File: config.mk
export PLATFORM = sky130hd
export DESIGN_NAME = ascon_multi_counter
export DESIGN_NICKNAME = d
export VERILOG_FILES = /design/src/rtl/ascon_multi_counter.sv
export SDC_FILE = /design/constraint.sdc
export NUM_CORES = 1
export LEC_CHECK = 0
export CAP_MARGIN = 20
export CORE_MARGIN = 2
export CORE_UTILIZATION = 44
export CTS_BUF_LIST = sky130_fd_sc_hd__clkbuf_8
export CTS_CLUSTER_SIZE = 10
export DETAILED_ROUTE_END_ITERATION = 8
export GPL_TIMING_DRIVEN = 1
export HOLD_SLACK_MARGIN = 0.08
export PLACE_DENSITY = 0.75
export SETUP_SLACK_MARGIN = 0.4
export SYNTH_ARGS = -nofsm -noshare
export SYNTH_HDL_FRONTEND = slang
export SYNTH_SLANG_ARGS = --single-unit
File: constraint.sdc
create_clock -name clk -period 3.4 [get_ports clk]
set_clock_uncertainty 0.1 [all_clocks]
set_input_delay 0.34 -clock clk [delete_from_list [all_inputs] [get_ports clk]]
set_output_delay 0.34 -clock clk [all_outputs]
set_load 0.005 [all_outputs]
File: src/rtl/ascon_multi_counter.sv
// ascon_multi_counter -- NUM_CH independent down-counters with per-channel
// load, one-shot / auto-reload mode, zero flag and registered terminal-count
// pulse. A global halt freezes decrements but never blocks loads.
//
// Ports:
//   clk, rst_n        clock, synchronous active-low reset
//   halt_i            freeze all decrements
//   load_i[c]         load count_i slice c into count and reload registers
//   autoreload_i[c]   mode captured on load (1 = auto-reload, 0 = one-shot)
//   count_i           load values, channel c at [c*WIDTH +: WIDTH]
//   en_i[c]           decrement enable
//   count_o           current counts, same packing as count_i
//   zero_o[c]         combinational count == 0
//   tc_o[c]           one-cycle pulse after a 1 -> terminal decrement
//   all_zero_o        AND of zero_o
//
// Optional feature, enabled by defining ASCON_CNT_STICKY_DONE_EN:
//   done_clr_i[c]     clear sticky done
//   done_o[c]         sticky done, set by a terminal event (set beats clear)

module ascon_multi_counter_ch #(
  parameter int WIDTH = 4
) (
  input  logic             clk,
  input  logic             rst_n,
  input  logic             halt_i,
  input  logic             load_i,
  input  logic             autoreload_i,
  input  logic [WIDTH-1:0] load_val_i,
  input  logic             en_i,
`ifdef ASCON_CNT_STICKY_DONE_EN
  input  logic             done_clr_i,
  output logic             done_o,
`endif
  output logic [WIDTH-1:0] count_o,
  output logic             tc_o
);
  logic [WIDTH-1:0] count_q, count_d;
  logic [WIDTH-1:0] reload_q, reload_d;
  logic             mode_q, mode_d;
  logic             tc_q;
  logic             dec, term;

  // Load masks the decrement, so a load landing on count 1 never pulses tc.
  assign dec  = en_i && !halt_i && !load_i && (count_q != '0);
  assign term = dec && (count_q == WIDTH'(1));

  always_comb begin
    count_d  = count_q;
    reload_d = reload_q;
    mode_d   = mode_q;
    if (load_i) begin
      count_d  = load_val_i;
      reload_d = load_val_i;
      mode_d   = autoreload_i;
    end else if (term) begin
      count_d  = mode_q ? reload_q : '0;
    end else if (dec) begin
      count_d  = count_q - WIDTH'(1);
    end
  end

  always_ff @(posedge clk) begin
    if (!rst_n) begin
      count_q  <= '0;
      reload_q <= '0;
      mode_q   <= 1'b0;
      tc_q     <= 1'b0;
    end else begin
      count_q  <= count_d;
      reload_q <= reload_d;
      mode_q   <= mode_d;
      tc_q     <= term;
    end
  end

`ifdef ASCON_CNT_STICKY_DONE_EN
  logic done_q, done_d;

  // Terminal event is checked first so it wins over a same-cycle clear.
  always_comb begin
    done_d = done_q;
    if (term)                      done_d = 1'b1;
    else if (done_clr_i || load_i) done_d = 1'b0;
  end

  always_ff @(posedge clk) begin
    if (!rst_n) done_q <= 1'b0;
    else        done_q <= done_d;
  end

  assign done_o = done_q;
`endif

  assign count_o = count_q;
  assign tc_o    = tc_q;
endmodule

module ascon_multi_counter #(
  parameter int WIDTH  = 4,
  parameter int NUM_CH = 2
) (
  input  logic                    clk,
  input  logic                    rst_n,
  input  logic                    halt_i,
  input  logic [NUM_CH-1:0]       load_i,
  input  logic [NUM_CH-1:0]       autoreload_i,
  input  logic [NUM_CH*WIDTH-1:0] count_i,
  input  logic [NUM_CH-1:0]       en_i,
`ifdef ASCON_CNT_STICKY_DONE_EN
  input  logic [NUM_CH-1:0]       done_clr_i,
  output logic [NUM_CH-1:0]       done_o,
`endif
  output logic [NUM_CH*WIDTH-1:0] count_o,
  output logic [NUM_CH-1:0]       zero_o,
  output logic [NUM_CH-1:0]       tc_o,
  output logic                    all_zero_o
);
  for (genvar c = 0; c < NUM_CH; c++) begin : g_ch
    ascon_multi_counter_ch #(.WIDTH(WIDTH)) u_ch (
      .clk          (clk),
      .rst_n        (rst_n),
      .halt_i       (halt_i),
      .load_i       (load_i[c]),
      .autoreload_i (autoreload_i[c]),
      .load_val_i   (count_i[c*WIDTH +: WIDTH]),
      .en_i         (en_i[c]),
`ifdef ASCON_CNT_STICKY_DONE_EN
      .done_clr_i   (done_clr_i[c]),
      .done_o       (done_o[c]),
`endif
      .count_o      (count_o[c*WIDTH +: WIDTH]),
      .tc_o         (tc_o[c])
    );
    assign zero_o[c] = (count_o[c*WIDTH +: WIDTH] == '0);
  end

  assign all_zero_o = &zero_o;
endmodule

### Yosys cells after proc, flatten, opt, wreduce, memory -nomap -nowiden

Index checks and enable logic that the tools add are counted.

* register bits after elaboration: 20
* bits of input ports: 17
* output and inout bits: 13

* $add $sub $neg: 2
* equal/unequal tests: 2
* muxes and demuxes: 8
* reduce and logical (&&, ||, !) cells: 18

Operator list (count)
* $mux 4: 8
* $eq 4x1->1 const B: 2
* $logic_and 1x1->1: 8
* $logic_not 4->1: 2
* $reduce_bool 4->1: 2
* $sub 4x1->4 const B: 2
* $reduce_bool 3->1: 2
* $logic_not 1->1: 3
* $reduce_and 2->1: 1

### Logic depth before layout (Yosys ltp)

Gate-level depths: netlist (run 1).

* word-level depth: 7
* gate-level depth with buffers: 7

### Cells and area by module

Synthesis (run 1) repeated with hierarchy kept, for this count alone.

* cells, all modules: 123
* area total of the unflattened synthesis: 1132.3 um^2

By module, submodules not included
* ascon_multi_counter_ch: times used 2, cells each 60, area an instance 550.5 um^2, sequential area each 200.2 um^2
* ascon_multi_counter: times used 1, cells each 3, area an instance 31.3 um^2, sequential area each 0.0 um^2

### Least setup slack after synthesis (run 1)

OpenSTA, ideal clock, no wires.

* kind: register -> register
* start point: register g_ch[0].u_ch.count_q[0]
* end point: register g_ch[0].u_ch.count_q[1]
* setup time: 0.117 ns
* arrival: 1.691 ns
* path slack: 1.492 ns
* stages on the path, launching flop included: 8
* clock period less this slack: 1.908 ns
* path through: dfxtp_1 -> inv_1 -> ha_1 -> or4b_1 -> clkbuf_2 -> o21bai_1 -> o311ai_1 -> a32o_1

* longest elaborated chain between the ends: 5
* elaborated cells between the ends (all ways): 9

RTL lines
* start, declared: RTL line 38 `logic [WIDTH-1:0] count_q, count_d;`
* start signal, assigned: RTL line 70 `count_q <= count_d;`
* branches (longest 5 deep; another with $sub 4x1->4)

Parallel ways; which one is timed is not known. The select of a mux whose other input is x is not followed.
A chain may end at the register's enable or synchronous reset.

### Worst setup path in the final report (run 1)

* start point: register g_ch[1].u_ch.count_q[0]
* end point: output all_zero_o

* longest elaborated chain between the ends: 2

RTL lines
* start, declared: RTL line 38
* start signal, assigned: RTL line 70
* $logic_not 4->1: RTL line 135 `assign zero_o[c] = (count_o[c*WIDTH +: WIDTH] == '0);`
* $reduce_and 2->1: RTL line 138 `assign all_zero_o = &zero_o;`
* end, declared: RTL line 117 `output logic all_zero_o`

No other way between the ends.

==> results.sh, run 1 <==
export IMPL_outcome="finished, final reports clean"
export IMPL_insertion_delay_ns=0.26
export IMPL_antenna_left=0
export IMPL_fin_util_pct=59.7
export IMPL_regArea_um2=400
export IMPL_syn_num_nets=144
export IMPL_n_fill_cell=221
export IMPL_fmaxAchievable_mhz=404
export IMPL_slowest_stage="or3b_2"
export IMPL_p_comb_share_pct=25.1
export IMPL_grt_pass1_wl_um=4090
export IMPL_irDropWorstVdd_mv=0.249
export IMPL_ctsResizeCount=0
export IMPL_clock_sinks=20
export IMPL_synth_cell_types=35
export IMPL_critical_path_cell_chain="inv_1 -> ha_1 -> or3b_2 -> nor2_1 -> clkdlybuf4s50_1"
export IMPL_synth_edf_count=0
export IMPL_grt_busiest_layer="met2"
export IMPL_cp_data_arrival_time_ns=2.04
export IMPL_cts_tree="built"
export IMPL_antennaDiodeCount=0
export IMPL_cell_internal_pwr_w=0.000442
export IMPL_cts_buffers=3
export IMPL_wl_um=2390
export IMPL_num_vias=987
export IMPL_multi_input_area_um2=638
export IMPL_grt_util_met1_pct=23.0
export IMPL_grt_pass1_vias=970
export IMPL_hold_depth=2
export IMPL_cts_setup_buffers=0
export IMPL_grt_overflow=0
export IMPL_wl_per_cell_um=13.3
export IMPL_critPathMaxStageDelay_ns=0.50
export IMPL_rsz0062_at_grt="no"
export IMPL_synthArstFlopShare_pct=0
export IMPL_portBuffers=29
export IMPL_dp_slack_ns=1.13
export IMPL_die_w_um=54.3
export IMPL_drt_initial_drc_count=16
export IMPL_cp_end_kind="output pin"
export IMPL_initial_core_util_pct=45.7
export IMPL_grt_use_met3_pct=3.55
export IMPL_maxCapViolations=0
export IMPL_critPathLaunchType="flip-flop"
export IMPL_rows=18
export IMPL_netlist_area_um2=1110
export IMPL_cts_root_buffer="clkbuf_8"
export IMPL_drcViolationCount=0
export IMPL_min_to="g_ch[1].u_ch.count_o[1]"
export IMPL_path_max_fanout=5
export IMPL_fin_crit_sh_pct=72.8
export IMPL_crit_required_ns=2.96
export IMPL_final_common_cell="clkdlybuf4s50_1"
export IMPL_place_congestion=0.948
export IMPL_fin_nets=171
export IMPL_core_region_area_um2=2430
export IMPL_drive_gt1_share_pct=4.70
export IMPL_fin_tns_setup_ns=0
export IMPL_switchingPower_w=0.000162
export IMPL_antenna_found_initial=0
export IMPL_pin_count=30
export IMPL_use_met2_pct=32.7
export IMPL_hold_path_startpoint="g_ch[1].u_ch.count_o[1]"
export IMPL_die_area_um2=2950
export IMPL_worst_pin_slew_ns=0.732
export IMPL_via_per_inst=5.51
export IMPL_clk_pin_slew_ns=0.08
export IMPL_switching_share_pct=26.9
export IMPL_powerDensity_nw_per_um2=417
export IMPL_slew_viol_final=0
export IMPL_syn2layout_area_growth_pct=30.5
export IMPL_drt_pass1_iterations=4
export IMPL_h_tree_depth=1
export IMPL_setup_violations=0
export IMPL_crit_type="flip-flop to output pin"
export IMPL_synth_ff_type="dfxtp_1"
export IMPL_power_frac_clock_pct=30.2
export IMPL_setup_slack_ns=0.924
export IMPL_grt_max_degree=26
export IMPL_r2r_start="g_ch[0].u_ch.count_o[0]"
export IMPL_finalHoldViolCount=0
export IMPL_p_leak_nw=0.591
export IMPL_reg2reg_to="g_ch[0].u_ch.count_o[0]"
export IMPL_p_seq_share_pct=44.7
export IMPL_hp_class="flip-flop to flip-flop"
export IMPL_r2r_setup_slack_ns=1.34
export IMPL_holdWs_ns=0.417
export IMPL_grt_total_usage_pct=19.2
export IMPL_postLayoutCellArea_um2=1450
export IMPL_syn_inst=123
export IMPL_ys_warnings_count=0
export IMPL_max_slew_margin_rel_pct=51.1
export IMPL_cts_path_max_buffers=2
export IMPL_yosysSeqAreaShare_pct=36.0
export IMPL_fp_dieH_um=54.3
export IMPL_dp_hpwl_um=1820
export IMPL_reg2reg_depth=6
export IMPL_fin_crit_ns=2.48
export IMPL_layout_common_cells="29 x clkdlybuf4s50_1, 20 x dfxtp_1, 11 x nor2b_1"
export IMPL_syn_area_per_cell_um2=9.04
export IMPL_holdBufCountCts=0
export IMPL_place_area_um2=1400
export IMPL_synth_seq_cells=20
-- cells by family after synthesis --
kind of cell	after synthesis	synth area share, %
buffers and inverters	15	6.64
and+or+nand+nor	38	19.8
muxes	10	9.00
xor gates and xnor gates	4	3.15
adders and majority gates	4	4.50
DFF	20	36.0
AOI/OAI and AO/OA	32	20.9
-- final cells by class --
| cell class | count | area share [%] |
|---|---|---|
| clock buffer | 4 | 3.79 |
| inverter | 8 | 2.07 |
| multi-input combinational | 88 | 44.0 |
| sequential | 20 | 27.6 |
| tap | 30 | 2.59 |
| timing repair buffer | 29 | 20.0 |
-- critical path, delay by kind of cell (launching register included) --
family,cells,cell delay [ns]
AND/OR/NAND/NOR,2,0.62
adder cells (fa/ha/maj),1,0.21
buffers and inverters,2,0.59
flip-flops,1,0.36
-- power by group through the flow --
stage	Clock [W]	Combinational [W]	Sequential, W
after floorplan	0	0.0000869	0.000272
after detailed placement	0	0.000152	0.000276
final	0.000183	0.000152	0.000270
after CTS	0.000186	0.000153	0.000270
after global placement	0	0.000149	0.000275
after global routing	0.000196	0.000171	0.000273
-- per-layer routing --
layer,wire length [µm],up-vias
li1,-,495
met2,1210,28
met5,0,-
met4,26,0
met1,1030,460
met3,120,4
-- registers in the layout, indices dropped and copies added, names as in the netlist --
name and cells:
g_ch.u_ch.count_o 8, g_ch.u_ch.mode_q 2, g_ch.u_ch.reload_q 8, g_ch.u_ch.tc_o 2
-- worst max path at each step --
stage | start | endpoint | slack, ns | depth (start not counted)
final | g_ch[1].u_ch.count_o[0] | all_zero_o | 0.92 | 5
after global routing | g_ch[1].u_ch.count_o[0] | all_zero_o | 0.83 | 5
after floorplan | g_ch[0].u_ch.count_o[0] | g_ch[0].u_ch.count_o[1] | 1.49 | 7
after global placement | load_i[0] | g_ch[0].u_ch.count_o[1] | 1.17 | 5
after CTS | g_ch[1].u_ch.count_o[0] | all_zero_o | 0.92 | 5
after detailed placement | load_i[1] | g_ch[1].u_ch.count_o[1] | 1.13 | 5
-- synthesized netlist by cell type, drive strengths merged, types with 2 or more instances --
cell | count | area [µm²]
a21o | 3 | 22.5
a21oi | 7 | 35.0
a311oi | 3 | 26.3
a32o | 2 | 20.0
and2 | 2 | 12.5
buf | 4 | 31.3
clkbuf | 3 | 12.5
dfxtp | 20 | 400
ha | 4 | 50.1
inv | 8 | 30.0
mux2i | 10 | 100
nand2 | 7 | 26.3
nor2 | 7 | 26.3
nor2b | 11 | 68.8
nor3 | 2 | 10.0
o211a | 2 | 20.0
o211ai | 2 | 15.0
o21ai | 4 | 20.0
o221ai | 3 | 26.3
o311ai | 2 | 17.5
or3b | 4 | 35.0
or4b | 2 | 20.0
xor2 | 4 | 35.0
-- per-stage QoR --
stage          cells  total power [W]
2_1_floorplan    123         0.000359
3_3_place_gp     175         0.000424
3_5_place_dp     175         0.000428
4_1_cts          179         0.000609
5_1_grt          179         0.000641
6_report         179         0.000605
Note: power is estimated with default switching activity, not from simulation.
==> run 2, diff against run 1 <==
--- a/config.mk
+++ b/config.mk
@@ -13,7 +13,7 @@
 export DETAILED_ROUTE_END_ITERATION = 8
 export GPL_TIMING_DRIVEN = 1
 export HOLD_SLACK_MARGIN = 0.08
-export PLACE_DENSITY = 0.75
+export PLACE_DENSITY = 0.78
 export SETUP_SLACK_MARGIN = 0.4
 export SYNTH_ARGS = -nofsm -noshare
 export SYNTH_HDL_FRONTEND = slang
==> constraint.sdc (replaced) <==
create_clock -name clk -period 2.24 [get_ports clk]
set_clock_uncertainty 0.1 [all_clocks]
set_input_delay 0.224 -clock clk [delete_from_list [all_inputs] [get_ports clk]]
set_output_delay 0.224 -clock clk [all_outputs]
set_load 0.005 [all_outputs]
==> results.sh, run 2 (same netlist as run 1, synthesis figures left out) <==
export IMPL_path_max_fanout=3
export IMPL_irDropWorstVdd_mv=0.551
export IMPL_pin_count=30
export IMPL_switching_share_pct=26.2
export IMPL_num_vias=1082
export IMPL_fin_tns_setup_ns=0
export IMPL_setup_slack_ns=0.330
export IMPL_clock_sinks=20
export IMPL_via_per_inst=5.58
export IMPL_fmaxAchievable_mhz=524
export IMPL_grt_total_usage_pct=21.7
export IMPL_finalHoldViolCount=0
export IMPL_layout_common_cells="26 x clkdlybuf4s50_1, 16 x dfxtp_1, 12 x buf_4"
export IMPL_clk_pin_slew_ns=0.08
export IMPL_die_w_um=54.3
export IMPL_drt_initial_drc_count=12
export IMPL_fin_crit_ns=1.91
export IMPL_grt_overflow=0
export IMPL_dp_hpwl_um=1890
export IMPL_grt_pass1_wl_um=4630
export IMPL_cts_root_buffer="clkbuf_8"
export IMPL_antenna_left=0
export IMPL_crit_type="flip-flop to flip-flop"
export IMPL_p_leak_nw=0.690
export IMPL_portBuffers=29
export IMPL_crit_required_ns=2.32
export IMPL_cts_path_max_buffers=2
export IMPL_worst_pin_slew_ns=0.420
export IMPL_critPathMaxStageDelay_ns=0.57
export IMPL_fp_dieH_um=54.3
export IMPL_drcViolationCount=0
export IMPL_insertion_delay_ns=0.26
export IMPL_drt_pass1_iterations=4
export IMPL_antennaDiodeCount=0
export IMPL_syn2layout_area_growth_pct=48.5
export IMPL_cts_buffers=3
export IMPL_cp_data_arrival_time_ns=1.98
export IMPL_power_frac_clock_pct=33.3
export IMPL_max_slew_margin_rel_pct=71.6
export IMPL_slowest_stage="or4b_4"
export IMPL_cell_internal_pwr_w=0.000801
export IMPL_fin_util_pct=67.9
export IMPL_cp_end_kind="flip-flop"
export IMPL_rsz0062_at_grt="yes"
export IMPL_wl_um=3080
export IMPL_die_area_um2=2950
export IMPL_place_congestion=0.843
export IMPL_grt_max_degree=19
export IMPL_p_comb_share_pct=28.8
export IMPL_fin_nets=186
export IMPL_final_common_cell="clkdlybuf4s50_1"
export IMPL_wl_per_cell_um=15.9
export IMPL_r2r_setup_slack_ns=0.33
export IMPL_switchingPower_w=0.000284
export IMPL_antenna_found_initial=0
export IMPL_drive_gt1_share_pct=26.2
export IMPL_p_seq_share_pct=37.9
export IMPL_outcome="finished, final reports clean"
export IMPL_grt_pass1_vias=1052
export IMPL_cts_tree="built"
export IMPL_h_tree_depth=1
export IMPL_critPathLaunchType="flip-flop"
export IMPL_rows=18
export IMPL_core_region_area_um2=2430
export IMPL_dp_slack_ns=0.173
export IMPL_slew_viol_final=0
export IMPL_powerDensity_nw_per_um2=657
export IMPL_hp_class="flip-flop to flip-flop"
export IMPL_critical_path_cell_chain="inv_2 -> ha_4 -> buf_6 -> or4b_4 -> o211a_1 -> a21oi_2 -> o2bb2ai_1"
export IMPL_maxCapViolations=0
export IMPL_setup_violations=0
export IMPL_fin_crit_sh_pct=85.3
export IMPL_initial_core_util_pct=45.7
==> run 2: power by group through the flow <==
stage,Clock (W),Sequential [W],Combinational (W)
2_1_floorplan,0,0.000414,0.000133
6_report,0.000361,0.000411,0.000313
5_1_grt,0.000384,0.000414,0.000339
3_5_place_dp,0,0.000419,0.000238
4_1_cts,0.000367,0.000408,0.000284
3_3_place_gp,0,0.000417,0.000234
==> run 2: final timing paths <==
| check | startpoint | to | cells past startpoint |
|---|---|---|---|
| worst min register to register | g_ch[0].u_ch.reload_q[0] | g_ch[0].u_ch.reload_q[0] | 2 |
| worst min-delay path | g_ch[0].u_ch.reload_q[0] | g_ch[0].u_ch.reload_q[0] | 2 |
| worst max register to register | g_ch[1].u_ch.count_o[1] | g_ch[1].u_ch.count_o[1] | 7 |
| worst max-delay path | g_ch[1].u_ch.count_o[1] | g_ch[1].u_ch.count_o[1] | 7 |
==> run 2: what timing repair did <==
item                       in CTS  in global routing
cloned                          0                  0
pin swaps                       4                  7
buffers inserted                9                  3
setup endpoints to repair      10                 10
resized for setup              22                 13
hold buffers                    0                  0
==> run 2: per-layer routing <==
layer / track usage [%] / wire length (µm)
met1: 24.9 / 1250
met2: 40.4 / 1660
met3: 2.46 / 127
met4: 9.17 / 47
met5: 0 / 0
==> run 2: per-stage QoR <==
| stage | power, W | hold slack [ns] | instances | cell area (µm²) |
|---|---|---|---|---|
| 2_1_floorplan | 0.000546 | 0.286 | 123 | 1120 |
| 3_3_place_gp | 0.000651 | 0.391 | 178 | 1420 |
| 3_5_place_dp | 0.000656 | 0.384 | 178 | 1420 |
| 4_1_cts | 0.00106 | 0.427 | 191 | 1600 |
| 5_1_grt | 0.00114 | 0.449 | 194 | 1650 |
| 6_report | 0.00108 | 0.423 | 194 | 1650 |
==> run 2: final cells by class <==
class | instances | area [µm²]
Clock buffer | 3 | 41.3
Inverter | 8 | 32.5
Fill cell | 202 | 781
Sequential cell | 20 | 408
Tap cell | 30 | 37.5
Timing Repair Buffer | 44 | 399
Multi-Input combinational cell | 88 | 703
Clock inverter | 1 | 30.0
==> run 2: worst max-delay path: cells and delay by family (launching register included) <==
kind,cells,cell delay (ns)
AO/OA/AOI/OAI,3,0.51
AND/OR/NAND/NOR,1,0.57
buffers and inverters,2,0.16
flip-flops,1,0.34
adder cells (fa/ha/maj),1,0.15
==> run 3, diff against run 2 <==
--- a/config.mk
+++ b/config.mk
@@ -11,7 +11,7 @@
 export CTS_BUF_LIST = sky130_fd_sc_hd__clkbuf_8
 export CTS_CLUSTER_SIZE = 10
 export DETAILED_ROUTE_END_ITERATION = 8
-export GPL_TIMING_DRIVEN = 1
+export GPL_TIMING_DRIVEN = 0
 export HOLD_SLACK_MARGIN = 0.08
 export PLACE_DENSITY = 0.78
 export SETUP_SLACK_MARGIN = 0.4
==> results.sh, run 3 (same netlist as run 1, synthesis figures left out) <==
export IMPL_grt_total_usage_pct=21.0
export IMPL_place_congestion=0.833
export IMPL_via_per_inst=5.53
export IMPL_p_leak_nw=0.690
export IMPL_critPathMaxStageDelay_ns=0.48
export IMPL_core_region_area_um2=2430
export IMPL_worst_pin_slew_ns=0.575
export IMPL_postLayoutCellArea_um2=1680
export IMPL_drt_initial_drc_count=11
export IMPL_num_vias=1079
export IMPL_h_tree_depth=1
export IMPL_cp_data_arrival_time_ns=2.04
export IMPL_wl_per_cell_um=14.7
export IMPL_maxCapViolations=0
export IMPL_crit_type="flip-flop to flip-flop"
export IMPL_fin_tns_setup_ns=0
export IMPL_drcViolationCount=0
export IMPL_grt_max_degree=13
export IMPL_clk_pin_slew_ns=0.08
export IMPL_critical_path_cell_chain="inv_4 -> ha_4 -> buf_6 -> or4b_4 -> buf_8 -> o21bai_1 -> o311ai_1 -> a32o_1"
export IMPL_fin_crit_sh_pct=88.9
export IMPL_hp_class="input pin to flip-flop"
export IMPL_layout_common_cells="25 x clkdlybuf4s50_1, 16 x dfxtp_1, 11 x nor2b_1"
export IMPL_portBuffers=28
export IMPL_place_area_um2=1440
export IMPL_critPathLaunchType="flip-flop"
export IMPL_fp_dieH_um=54.3
export IMPL_setup_violations=0
export IMPL_hold_path_startpoint="load_i[0]"
export IMPL_clock_sinks=20
export IMPL_grt_overflow=0
export IMPL_antenna_left=0
export IMPL_initial_core_util_pct=45.7
export IMPL_cts_path_max_buffers=2
export IMPL_pin_count=30
export IMPL_dp_hpwl_um=1890
export IMPL_insertion_delay_ns=0.26
export IMPL_rsz0062_at_grt="yes"
export IMPL_fmaxAchievable_mhz=502
export IMPL_grt_pass1_wl_um=4480
export IMPL_die_w_um=54.3
export IMPL_cts_buffers=3
export IMPL_holdWs_ns=0.207
export IMPL_irDropWorstVdd_mv=0.473
export IMPL_cts_root_buffer="clkbuf_8"
export IMPL_finalHoldViolCount=0
export IMPL_max_slew_margin_rel_pct=61.7
export IMPL_slowest_stage="or4b_4"
export IMPL_crit_required_ns=2.29
export IMPL_outcome="finished, final reports clean"
export IMPL_wl_um=2870
export IMPL_syn2layout_area_growth_pct=51.1
export IMPL_fin_nets=187
export IMPL_die_area_um2=2950
export IMPL_crit_start="g_ch[0].u_ch.count_o[0]"
export IMPL_antennaDiodeCount=0
export IMPL_final_common_cell="clkdlybuf4s50_1"
export IMPL_powerDensity_nw_per_um2=648
export IMPL_cts_tree="built"
export IMPL_rows=18
export IMPL_cp_end_kind="flip-flop"
export IMPL_path_max_fanout=6
export IMPL_slew_viol_final=0
export IMPL_fin_crit_ns=1.99
export IMPL_antenna_found_initial=0
export IMPL_holdBufCountCts=0
export IMPL_drt_pass1_iterations=4
export IMPL_drive_gt1_share_pct=27.9
export IMPL_grt_pass1_vias=1002
export IMPL_r2r_start="g_ch[0].u_ch.count_o[0]"
run 3: metrics by stage:
stage | util, % | cells | total power (W) | setup WS (ns)
after floorplan | - | 123 | 0.000546 | 0.409
after global placement | 59.0 | 181 | 0.000648 | 0.183
after detailed placement | 59.0 | 181 | 0.000656 | 0.161
after CTS | 66.5 | 192 | 0.00106 | 0.279
after global routing | 69.1 | 195 | 0.00114 | 0.199
final | 69.1 | 195 | 0.00109 | 0.249
run 3: final timing paths:
path / end / slack [ns] / cells after the start
setup / recovery: g_ch[0].u_ch.count_o[1] / 0.25 / 8
hold / removal: g_ch[0].u_ch.mode_q / 0.21 / 3
setup reg to reg: g_ch[0].u_ch.count_o[1] / 0.25 / 8
hold reg to reg: g_ch[1].u_ch.count_o[1] / 0.40 / 2
run 3: repair_timing:
item | CTS | global route
gates resized for setup | 27 | 18
pin swaps | 5 | 6
buffers inserted | 7 | 3
setup endpoints to repair | 11 | 10
hold endpoints to repair | 0 | 0
run 3: routing by layer:
metal  up-vias  track usage, %  wire, µm
met3         2            3.55       164
met5         -               0         0
met1       507            24.6      1150
met2        43            38.6      1540
met4         0            6.25        10
li1        527               -         -
run 3: report_power, final:
group          internal (W)  total, W  switching [W]
sequential         0.000383  0.000412      0.0000290
combinational      0.000182  0.000319       0.000136
clock              0.000239  0.000359       0.000120
run 3: layout make-up:
| class | instances | area, µm² |
|---|---|---|
| Sequential cell | 20 | 410 |
| Tap cell | 30 | 37.5 |
| Clock buffer | 3 | 41.3 |
| Fill cell | 199 | 752 |
| Multi-Input combinational cell | 88 | 723 |
| Inverter | 8 | 32.5 |
| Clock inverter | 1 | 30.0 |
| Buffer | 7 | 53.8 |
| Timing Repair Buffer | 38 | 352 |
run 3: worst max-delay path, delay by kind of cell, from the launching register on:
| family | cells | cell delay [ns] |
|---|---|---|
| adder cells (fa/ha/maj) | 1 | 0.15 |
| buffers and inverters | 3 | 0.30 |
| flip-flops | 1 | 0.36 |
| AO/OA/AOI/OAI | 3 | 0.49 |
| AND/OR/NAND/NOR | 1 | 0.48 |
